[src/rtl/buffer_reader.sv]
// Sweeps a full sample buffer once per start edge and reports the peak
// magnitude, its first index and the sum of magnitudes over the run.
module buffer_reader #(
  parameter int DEPTH  = 512,
  parameter int ADDR_W = 9,
  parameter int DATA_W = 18
) (
  input  logic                       clock,
  input  logic                       reset,
  input  logic                       start_calc,
  input  logic [DATA_W-1:0]          data_out,
  output logic [ADDR_W-1:0]          read_offset,
  output logic                       finished_calc,
  output logic                       result_valid,
  output logic [DATA_W-2:0]          peak_mag,
  output logic [ADDR_W-1:0]          peak_index,
  output logic [DATA_W+ADDR_W-2:0]   energy
);

  localparam int MW = DATA_W - 1;
  localparam int EW = DATA_W - 1 + ADDR_W;
  localparam logic [ADDR_W-1:0] LAST = ADDR_W'(DEPTH - 1);

  typedef enum logic [1:0] {IDLE, READ, DRAIN, DONE} state_t;

  state_t            state;
  logic              start_q;
  logic              start_qq;
  logic              armed;
  logic              proc_en;
  logic [ADDR_W-1:0] proc_idx;
  logic [MW-1:0]     work_peak;
  logic [ADDR_W-1:0] work_idx;
  logic [EW-1:0]     work_energy;

  logic [DATA_W-1:0] neg;
  logic [MW-1:0]     mag;
  logic [MW-1:0]     nxt_peak;
  logic [ADDR_W-1:0] nxt_idx;
  logic [EW-1:0]     nxt_energy;

  // The most negative sample has no positive twin, so clamp it.
  always_comb begin
    neg = '0 - data_out;
    mag = data_out[MW-1:0];
    if (data_out[DATA_W-1]) begin
      if (data_out[MW-1:0] == '0) mag = '1;
      else                        mag = neg[MW-1:0];
    end
    nxt_peak   = work_peak;
    nxt_idx    = work_idx;
    nxt_energy = work_energy;
    if (proc_en) begin
      nxt_energy = work_energy + EW'(mag);
      if (mag > work_peak) begin
        nxt_peak = mag;
        nxt_idx  = proc_idx;
      end
    end
  end

  always_ff @(posedge clock) begin
    if (reset) begin
      state         <= IDLE;
      start_q       <= 1'b0;
      start_qq      <= 1'b0;
      armed         <= 1'b1;
      proc_en       <= 1'b0;
      proc_idx      <= '0;
      work_peak     <= '0;
      work_idx      <= '0;
      work_energy   <= '0;
      read_offset   <= '0;
      finished_calc <= 1'b0;
      result_valid  <= 1'b0;
      peak_mag      <= '0;
      peak_index    <= '0;
      energy        <= '0;
    end else begin
      start_q       <= start_calc;
      start_qq      <= start_q;
      proc_en       <= (state == READ);
      proc_idx      <= read_offset;
      finished_calc <= 1'b0;
      work_peak     <= nxt_peak;
      work_idx      <= nxt_idx;
      work_energy   <= nxt_energy;
      unique case (state)
        IDLE: begin
          if (start_q && !start_qq && armed) begin
            state       <= READ;
            armed       <= 1'b0;
            read_offset <= '0;
            work_peak   <= '0;
            work_idx    <= '0;
            work_energy <= '0;
          end else if (!start_q) begin
            armed <= 1'b1;
          end
        end
        READ: begin
          if (read_offset == LAST) begin
            state       <= DRAIN;
            read_offset <= '0;
          end else begin
            read_offset <= read_offset + ADDR_W'(1);
          end
        end
        // Last sample lands this cycle, so publish the next-values.
        DRAIN: begin
          state         <= DONE;
          peak_mag      <= nxt_peak;
          peak_index    <= nxt_idx;
          energy        <= nxt_energy;
          result_valid  <= 1'b1;
          finished_calc <= 1'b1;
        end
        DONE: state <= IDLE;
        default: state <= IDLE;
      endcase
    end
  end

endmodule

[config.mk]
export PLATFORM = sky130hd
export DESIGN_NAME = buffer_reader
export DESIGN_NICKNAME = d
export VERILOG_FILES = /design/src/rtl/buffer_reader.sv
export SDC_FILE = /design/constraint.sdc
export NUM_CORES = 1
export LEC_CHECK = 0
export ABC_AREA = 1
export BUFFER_PORTS_ARGS = -buffer_cell sky130_fd_sc_hd__buf_2
export CORE_UTILIZATION = 30
export CTS_BUF_LIST = sky130_fd_sc_hd__clkbuf_8
export CTS_CLUSTER_SIZE = 20
export DETAILED_ROUTE_END_ITERATION = 10
export PLACE_DENSITY = 0.52
export SYNTH_ARGS = -nofsm -noshare
export SYNTH_HDL_FRONTEND = slang
export SYNTH_SLANG_ARGS = --single-unit
[constraint.sdc]
create_clock -name clock -period 9.1 [get_ports clock]
set_clock_uncertainty 0.1 [all_clocks]
set_input_delay 1.365 -clock clock [delete_from_list [all_inputs] [get_ports clock]]
set_output_delay 1.365 -clock clock [all_outputs]
set_load 0.02 [all_outputs]
==> flow_summary.toml, run 1 <==
[global_routing]
antenna_found_initial = 0
gr-total-overflow = 0
use_met2_pct = 24.87
grt.met3_usage_pct = 3.323
grt_pass1_vias = 6325
grt_pass1_wl_um = 31790
grt_max_degree = 102
use_met1_pct = 23.16
globalRoute.busiestLayer = "met2"
grt_usage_pct = 16.49

[synthesis]
synth-compound-area-share_pct = 9.238
synthAdderAreaFrac_pct = 7.425
muxShareOfSynthArea_pct = 0.1394
synth_top_family_by_area = "simple AND/OR/NAND/NOR gates"
syn_avg_cell_area_um2 = 6.715
synth-simple-area-share_pct = 35.42
syn_area_um2 = 7178
ys_seq_area_share_pct = 36.26
synth_nets = 1132
yosys_warnings = 0
yosys_register_bits = 130
syn_inst = 1069
synth_cell_type_count = 35
synth_xor_xnor_area_share_pct = 1.220

[setup_path]
slowest_stage = "fa_1"
cp_slowest_stage_delay_ns = 0.40
rrSetupSlack_ns = 6.64
timing.rr.start = "work_peak[8]"
path_cells = "buf_2 -> inv_1 -> nor2_1 -> nand4_4 -> nand2_1 -> ha_1 -> inv_1 -> fa_1 -> inv_1 -> nand3_1 -> nand2_1 -> nand2_1 -> nand2_1 -> nand2_1 -> nand2_1 -> nand2_1 -> nand2_1 -> nand2_1 -> nand2_1 -> nand3_1 -> nand2_1 -> inv_1"
worstSetupPathType = "primary input to flip-flop"
path_max_fanout = 22
crit_start = "data_out[17]"
cp.arrival_ns = 4.59
path_buf_inv = 5
cp.required_ns = 9.34
worstSetupEndpointType = "flip-flop"
path_delay_family = "simple AND/OR/NAND/NOR gates"
cp_common_cell = "nand2_1"
critPathLaunchType = "primary input"

[clock_network]
cts_resized = 0
cts_tree = "yes"
clk_pin_slew_ns = 0.07
cts.sinks = 130
clkLatencyLatePin_ns = 0.44
postCtsSetupRepairBufs = 0
holdBufCountCts = 0
htree_levels = 4
numCtsBuffers = 17
root_buffer = "clkbuf_8"
clock_path_buffers = 2

[floorplan]
dieArea_um2 = 24550
die_w_um = 156.7
core_um2 = 23470
die_y_um = 156.7
io-pin-count = 84
rows = 56
initial_core_util_pct = 30.58

[route]
drc = 0
first_pass_iters = 4
vias = 6735
drtIter0Drc = 401
ant_nets = 0
viasPerCell = 4.600
routedWlPerCell_um = 13.14
routed_wl_um = 19230

[sta]
relSlewSlack_pct = 27.99
clock.fmax_mhz = 229.8
tns_ns = 0
rsz0062_at_grt = "false"
worst_pin_slew_ns = 1.080
setup_viol = 0
maxSlewViolCount = 0
final_hold_viol_count = 0
layout_min_cycle_time_ns = 4.352
period_share_pct = 47.82

[power]
cellLeakagePower_nw = 3.936
irDropWorstVdd_uv = 242.2
power_density_nw_per_um2 = 239.2
power_mw = 1.963

[finish]
nets = 1198
stdcell_count = 1464
final_area_um2 = 8207
fin_util_pct = 34.96
drive_gt1_share_pct = 12.05
area_growth_syn_to_layout_pct = 14.33
fill_cells = 2588
antennaDiodeCount = 0

[placement]
dp.cells = 1435
port_buffers = 83
hpwl_um = 13600
gp_congestion = 0.8453
dpl_cell_area_um2 = 7853

[job]
maxCapViolCount = 0

[run_status]
status = "completed"

[hold_path]
worstHoldStart = "start_q"
holdCritPathClass = "flip-flop to flip-flop"
-- registers in the layout, indices dropped and copies added (netlist names) --
signal / flops
peak_mag: 17
start_qq: 1
finished_calc: 1
work_energy: 26
state: 2
peak_index: 9
armed: 1
energy: 26
proc_idx: 9
read_offset: 9
work_peak: 17
result_valid: 1
work_idx: 9
proc_en: 1
start_q: 1
-- worst reg2reg max path, delay by kind of cell, from the launching register on --
kind,cells,cell delay (ns)
flip-flops,1,0.34
buffers and inverters,2,0.10
adder cells (fa/ha/maj),1,0.29
AND/OR/NAND/NOR,10,1.54
-- routing by layer --
layer	share of wire (%)	vias to the layer above	wire, um
met5	0	-	0
met4	1.1	0	217
met3	4.6	15	887
met2	42	159	8050
met1	52	2996	10080
li1	-	3565	-
-- cell families after synthesis --
kind of cell             Yosys count
buffers and inverters            188
flip-flops                       130
adder cells (fa/ha/maj)           42
AND/OR/NAND/NOR                  572
multiplexers                       1
XOR/XNOR                          10
AO/OA/AOI/OAI                    126
-- layout by cell type, fill, tap and decap left out, drive strengths merged --
master	synthesis	routed
nand3	99	99
clkinv	0	5
and2	3	3
o21ai	36	36
nor4	5	5
o22ai	2	2
bufinv	0	2
fa	1	1
o211a	1	1
a211oi	1	1
nor2	163	163
o21bai	1	1
dfxtp	130	130
a21oi	78	78
inv	148	150
clkbuf	22	17
mux2i	1	1
buf	18	87
or2	3	3
a32o	1	1
o211ai	6	6
clkinvlp	0	3
nand3b	10	10
ha	41	41
nor3	13	13
nand4	30	30
xnor2	7	7
nand2	246	246
xor2	3	3
-- metrics by stage --
| stage | hold slack, ns | setup WS (ns) |
|---|---|---|
| 6_report | 0.3426 | 4.748 |
| 4_1_cts | 0.3419 | 4.743 |
| 3_3_place_gp | 0.3300 | 4.291 |
| 3_5_place_dp | 0.3312 | 4.258 |
| 5_1_grt | 0.3650 | 4.419 |
| 2_1_floorplan | 0.3160 | 5.286 |
-- power by group --
part	leakage, nW	switching (mW)	internal, mW
logic	2.70	0.510	0.244
clock network	0.180	0.231	0.235
registers	1.06	0.0608	0.681
total	3.94	0.802	1.16
-- cell type report --
cell class	count	area, um^2	share of cell area [%]
clock buffer	17	234.0	2.851
clock inverter	12	120.1	1.464
inverter	148	555.5	6.769
multi-input combinational	751	3849	46.90
sequential	130	2604	31.73
tap	319	399.1	4.864
timing repair buffer	87	445.4	5.428
-- synthesized netlist by cell type --
cell type	count	area (um^2)
buf_2	3	15.01
a21oi_1	78	390.4
xnor2_1	7	61.31
ha_1	41	513.0
nor3_2	1	10.01
a32o_1	1	10.01
xor2_1	3	26.28
mux2i_1	1	10.01
o21bai_1	1	7.510
clkbuf_1	22	82.58
o211a_1	1	10.01
and2_1	3	18.77
a211oi_1	1	7.510
nand4_4	2	42.54
o21ai_0	36	180.2
nor4_1	5	31.28
buf_4	2	15.01
nand3_4	2	35.03
inv_1	148	555.5
nand2_1	246	923.4
nor2_4	1	11.26
fa_1	1	20.02
nor3_1	12	60.06
buf_6	3	33.78
nand3b_1	10	75.07
dfxtp_1	130	2603
nor2_1	157	589.3
or2_2	3	18.77
nand4_1	28	175.2
nor2_2	5	31.28
nand3_1	90	450.4
buf_1	10	37.54
nand3_2	7	70.07
o22ai_1	2	12.51
o211ai_1	6	45.04
-- final timing paths --
kind	endpoint	depth (start not counted)
hold / removal	start_qq	2
setup / recovery	energy[18]	22
hold reg to reg	start_qq	2
setup reg to reg	peak_mag[2]	13
(Power assumes the default switching activity.)
==> run 2: changes to the inputs <==
--- a/config.mk
+++ b/config.mk
@@ -5,13 +5,13 @@
 export SDC_FILE = /design/constraint.sdc
 export NUM_CORES = 1
 export LEC_CHECK = 0
-export ABC_AREA = 1
+export ABC_AREA = 0
 export BUFFER_PORTS_ARGS = -buffer_cell sky130_fd_sc_hd__buf_2
 export CORE_UTILIZATION = 30
 export CTS_BUF_LIST = sky130_fd_sc_hd__clkbuf_8
 export CTS_CLUSTER_SIZE = 20
 export DETAILED_ROUTE_END_ITERATION = 10
-export PLACE_DENSITY = 0.52
+export PLACE_DENSITY = 0.53
 export SYNTH_ARGS = -nofsm -noshare
 export SYNTH_HDL_FRONTEND = slang
 export SYNTH_SLANG_ARGS = --single-unit
==> constraint.sdc (replaced) <==
create_clock -name clock -period 4 [get_ports clock]
set_clock_uncertainty 0.1 [all_clocks]
set_input_delay 0.6 -clock clock [delete_from_list [all_inputs] [get_ports clock]]
set_output_delay 0.6 -clock clock [all_outputs]
set_load 0.02 [all_outputs]
==> flow_summary.toml, run 2 <==
[finish]
nets = 1018
reg_top3 = "energy: 26 flops, work_energy: 26 flops"
area_growth_syn_to_layout_pct = 23.63
drive_gt1_share_pct = 22.54
fill_cells = 2329
final_common_cell = "dfxtp_1"
fin_util_pct = 37.68
final_cell_mix = "130 x dfxtp_1, 104 x nor2_1, 83 x buf_2"
antennaDiodeCount = 0

[route]
top_layer_used = "met4"
viasPerCell = 5.165
routed_wl_um = 19980
ant_nets = 0
routedWlPerCell_um = 15.96
drtIter0Drc = 366
first_pass_iters = 5
drc = 0
met1_length_um = 9863
wl_met3_um = 646
vias = 6466
wl_met2_um = 9133

[setup_path]
critPathLaunchType = "primary input"
path_max_fanout = 10
worstSetupPathType = "primary input to flip-flop"
cp.arrival_ns = 3.83
cp.required_ns = 4.24
worstSetupEndpointType = "flip-flop"

[clock_network]
clk_pin_slew_ns = 0.08
clock_path_buffers = 2
numCtsBuffers = 17
cts_resized = 0
holdBufCountCts = 0
root_buffer = "clkbuf_8"
postCtsSetupRepairBufs = 0
cts.sinks = 130
htree_levels = 4
clkLatencyLatePin_ns = 0.45
cts_tree = "yes"

[power]
power_density_nw_per_um2 = 523.6
cellLeakagePower_nw = 3.438
irDropWorstVdd_uv = 202.1

[placement]
hpwl_um = 14580
gp_congestion = 0.8637
port_buffers = 83

[synthesis]
synthArstFlopShare_pct = 0
muxShareOfSynthArea_pct = 2.219
synth_xor_xnor_area_share_pct = 1.910
synth_ff_type = "dfxtp_1"
syn_inst = 826
synth_top_family_by_area = "compound AO/OA/AOI/OAI gates"
synth_top_area_share_pct = 37.83
yosys_register_bits = 130
syn_avg_cell_area_um2 = 8.328
synth_cell_type_count = 69
synthAdderAreaFrac_pct = 7.748
yosysMostFrequentCell = "dfxtp_1"
syn_area_um2 = 6879
synth-simple-area-share_pct = 20.95
synth-compound-area-share_pct = 24.41
synth_top_cells_by_count = "130 x dfxtp_1, 104 x nor2_1, 71 x a21oi_1, 55 x o21ai_0, 53 x nand2_1"
ys_seq_area_share_pct = 37.83
ys_top_cells_by_area = "dfxtp_1 38%, ha_1 7.5%, nor2_1 5.7%"
synth_top_area_cell = "dfxtp_1"
synth_edf_count = 0
synth_nets = 889
yosys_warnings = 0

[global_routing]
antenna_found_initial = 0
grt_pass1_vias = 6188
grt_pass1_wl_um = 32480
grt_max_degree = 77
grt_usage_pct = 17.36
gr-total-overflow = 0

[hold_path]
holdCritPathClass = "primary input to flip-flop"

[sta]
maxSlewViolCount = 0
setup_viol = 0
rsz0062_at_grt = "false"
clock.fmax_mhz = 278.7
period_share_pct = 89.69
final_hold_viol_count = 0
relSlewSlack_pct = 42.47
layout_min_cycle_time_ns = 3.588
fin_hold_ws_ns = 0.2960
worst_pin_slew_ns = 0.8629

[floorplan]
rows = 55
die_w_um = 153.4
die_y_um = 153.4
dieArea_um2 = 23540
core_um2 = 22570
initial_core_util_pct = 30.48
io-pin-count = 84

[run_status]
status = "completed"

[job]
maxCapViolCount = 0
-- run 2: changes by cell type after synthesis, sizes merged, moves of 18 or more --
cell | before | now
a211oi | 1 | 31
nand3 | 99 | 40
nand2 | 246 | 54
o21ai | 36 | 58
nand4 | 30 | 12
inv | 148 | 35
nor2 | 163 | 104
a311oi | 0 | 34
-- run 2: cell type report --
type | instances | area (um^2) | area share [%]
Clock buffer | 18 | 247.7 | 2.913
Tap cell | 285 | 356.6 | 4.193
Timing Repair Buffer | 160 | 1006 | 11.83
Multi-Input combinational cell | 610 | 3950 | 46.45
Inverter | 36 | 135.1 | 1.589
Sequential cell | 130 | 2603 | 30.60
Clock inverter | 13 | 206.4 | 2.428
-- run 2: cell families after synthesis --
kind of cell | Yosys count
xor+xnor | 15
simple gates | 289
fa+ha+maj | 42
buf+inv | 86
flops | 130
mux | 15
compound gates | 249
-- run 2: metal layers --
| layer | vias to the layer above | track usage, % |
|---|---|---|
| li1 | 3276 | - |
| met1 | 3046 | 23.08 |
| met2 | 121 | 28.14 |
| met3 | 23 | 3.402 |
| met4 | 0 | 5.619 |
| met5 | - | 0 |
-- run 2: worst paths after layout --
path	start	cells past startpoint	slack, ns	endpoint
min reg2reg	result_valid	2	0.38	result_valid
min	start_calc	2	0.30	start_q
max reg2reg	work_energy[0]	10	1.34	energy[24]
max	data_out[13]	14	0.41	work_energy[11]
-- run 2: worst max-delay path, stage by stage --
cell and delay (ns):
buf_2 0.10, or3_1 0.42, nor3_4 0.23, buf_12 0.16, o21ai_0 0.08, o21ai_1 0.32
buf_4 0.19, ha_1 0.27, a21oi_1 0.21, o21ai_0 0.12, a21oi_1 0.31, o21ai_0 0.26
nor4b_1 0.22, a311o_1 0.33
-- run 2: per-stage QoR --
step / power (mW) / cells / setup TNS [ns] / instance area [um^2] / worst slack [ns]
after floorplan: 2.653 / 826 / 0 / 6879 / 0.2502
after global placement: 3.186 / 1221 / -0.09748 / 8050 / -0.03536
after detailed placement: 3.194 / 1221 / -0.08585 / 8050 / -0.03255
after CTS: 4.508 / 1252 / 0 / 8504 / 0.4316
after global routing: 4.742 / 1252 / 0 / 8504 / 0.1657
final: 4.453 / 1252 / 0 / 8504 / 0.4122
-- run 2: power by group --
| group | internal, mW | total (mW) | switching (mW) |
|---|---|---|---|
| combinational | 0.577 | 1.53 | 0.955 |
| clock | 0.756 | 1.30 | 0.540 |
| sequential | 1.50 | 1.63 | 0.127 |
==> run 3: changes to the inputs <==
--- a/config.mk
+++ b/config.mk
@@ -6,7 +6,9 @@
 export NUM_CORES = 1
 export LEC_CHECK = 0
 export ABC_AREA = 0
+export ABC_CLOCK_PERIOD_IN_PS = 4000
 export BUFFER_PORTS_ARGS = -buffer_cell sky130_fd_sc_hd__buf_2
+export CORE_MARGIN = 3
 export CORE_UTILIZATION = 30
 export CTS_BUF_LIST = sky130_fd_sc_hd__clkbuf_8
 export CTS_CLUSTER_SIZE = 20
==> flow_summary.toml, run 3 (synthesized netlist as in run 2, its figures left out) <==
[finish]
antennaDiodeCount = 0
multi_input_area_um2 = 3950
fill_cells = 2275
reg_top3 = "energy: 26 flops, work_energy: 26 flops"
final_common_cell = "dfxtp_1"
final_area_um2 = 8489
fin_util_pct = 38.31
area_growth_syn_to_layout_pct = 23.41
drive_gt1_share_pct = 23.05
register_area_um2 = 2603
final_cell_mix = "130 x dfxtp_1, 104 x nor2_1, 83 x buf_2"
stdcell_count = 1252
nets = 1022

[clock_network]
clock_path_buffers = 2
clkLatencyLatePin_ns = 0.45
clk_pin_slew_ns = 0.09
root_buffer = "clkbuf_8"
postCtsSetupRepairBufs = 0
holdBufCountCts = 0
htree_levels = 4
cts.sinks = 130
numCtsBuffers = 17
cts_resized = 0
cts_tree = "yes"

[hold_path]
whs_endpoint = "start_q"
worstHoldStart = "start_calc"
holdCritPathClass = "primary input to flip-flop"
whs_path_depth = 2

[job]
maxCapViolCount = 0

[sta]
relSlewSlack_pct = 45.83
clock.fmax_mhz = 275.7
final_hold_viol_count = 0
setup_viol = 0
maxSlewViolCount = 0
layout_min_cycle_time_ns = 3.627
worst_pin_slew_ns = 0.8126
rsz0062_at_grt = "false"
period_share_pct = 90.67
tns_ns = 0

[power]
power_mw = 4.298
irDropWorstVdd_uv = 183.7
comb_power_share_pct = 36.1
p_int_mw = 2.557
p_seq_share_pct = 37.9
clock_power_share_pct = 26.0
swShare_pct = 40.50
power_density_nw_per_um2 = 506.3
p_sw_mw = 1.741
cellLeakagePower_nw = 3.432

[global_routing]
grt_pass1_wl_um = 32650
grt_max_degree = 75
grt_usage_pct = 16.43
antenna_found_initial = 0
grt_pass1_vias = 6095
gr-total-overflow = 0

[floorplan]
dieArea_um2 = 24780
initial_core_util_pct = 31.04
rows = 54
core_um2 = 22160
die_w_um = 157.4
io-pin-count = 84
die_y_um = 157.4

[route]
routedWlPerCell_um = 16.13
drc = 0
routed_wl_um = 20200
drtIter0Drc = 382
ant_nets = 0
viasPerCell = 5.126
first_pass_iters = 4
vias = 6418

[setup_path]
cp.required_ns = 4.26
worstSetupEndpointType = "flip-flop"
timing.rr.start = "work_energy[0]"
cp.arrival_ns = 3.89
worstSetupPathType = "primary input to flip-flop"
crit_start = "data_out[2]"
critPathLaunchType = "primary input"
r2r_cells = 10
path_max_fanout = 15
r2r_end = "energy[24]"
rrSetupSlack_ns = 1.39

[run_status]
status = "completed"

[placement]
hpwl_um = 14790
dp.cells = 1220
port_buffers = 83
dpl_cell_area_um2 = 8099
gp_congestion = 0.8541
-- run 3: cell types whose count changed in the layout (fill, tap and decap cells not counted) --
| cell | change |
|---|---|
| inv_1 | -1 |
| clkinv_2 | -2 |
| bufinv_16 | -5 |
| inv_6 | +4 |
| clkinvlp_4 | +1 |
| clkbuf_8 | -1 |
| buf_4 | +2 |
| buf_12 | +2 |
| inv_8 | +5 |
| clkinv_8 | +2 |
| clkinv_4 | -2 |
-- run 3: routing by layer --
metal  GRT usage (%)  up-vias  share of wire, %
li1                -     3294                 -
met1           22.73     2970                50
met2           24.96      132                43
met3           4.042       22               5.1
met5               0        -                 0
met4           5.702        0               1.9
-- run 3: worst max-delay path, stage by stage --
cell	delay, ns
buf_2	0.12
nor4_4	0.39
buf_4	0.20
nand4_2	0.12
a211oi_1	0.33
nor3_2	0.08
buf_4	0.16
ha_1	0.26
nand2_1	0.06
nor4_1	0.39
nand2_1	0.15
o22ai_2	0.32
buf_4	0.28
nand3_1	0.15
a311oi_1	0.28
-- run 3: worst max-delay path by stage --
stage                          endpoint  slack, ns  depth (start not counted)
after floorplan           peak_index[1]       0.25                         12
after global placement       energy[10]      -0.10                         14
after detailed placement  peak_index[5]      -0.05                         14
after CTS                 peak_index[3]       0.42                         14
after global routing       peak_mag[12]       0.06                         15
final                     peak_index[3]       0.37                         15
-- run 3: stage by stage --
stage / hold slack (ns) / setup slack, ns
global route: 0.2722 / 0.05557
CTS: 0.2311 / 0.4243
floorplan: 0.3530 / 0.2502
finish: 0.2582 / 0.3734
global placement: 0.3422 / -0.1028
detailed placement: 0.3489 / -0.05489
-- run 3: layout make-up --
type                       count  area share, %
clock inverter                15          1.842
sequential                   130          30.66
inverter                      36          1.592
multi-input combinational    610          46.53
timing repair buffer         164          12.50
tap                          280          4.127
clock buffer                  17          2.756
-- run 3: power groups by stage --
stage	logic, mW	clock network, mW	registers [mW]
floorplan	0.857	0	1.80
global placement	1.55	0	1.66
finish	1.55	1.12	1.63
global route	1.73	1.21	1.65
detailed placement	1.55	0	1.66
CTS	1.56	1.15	1.63
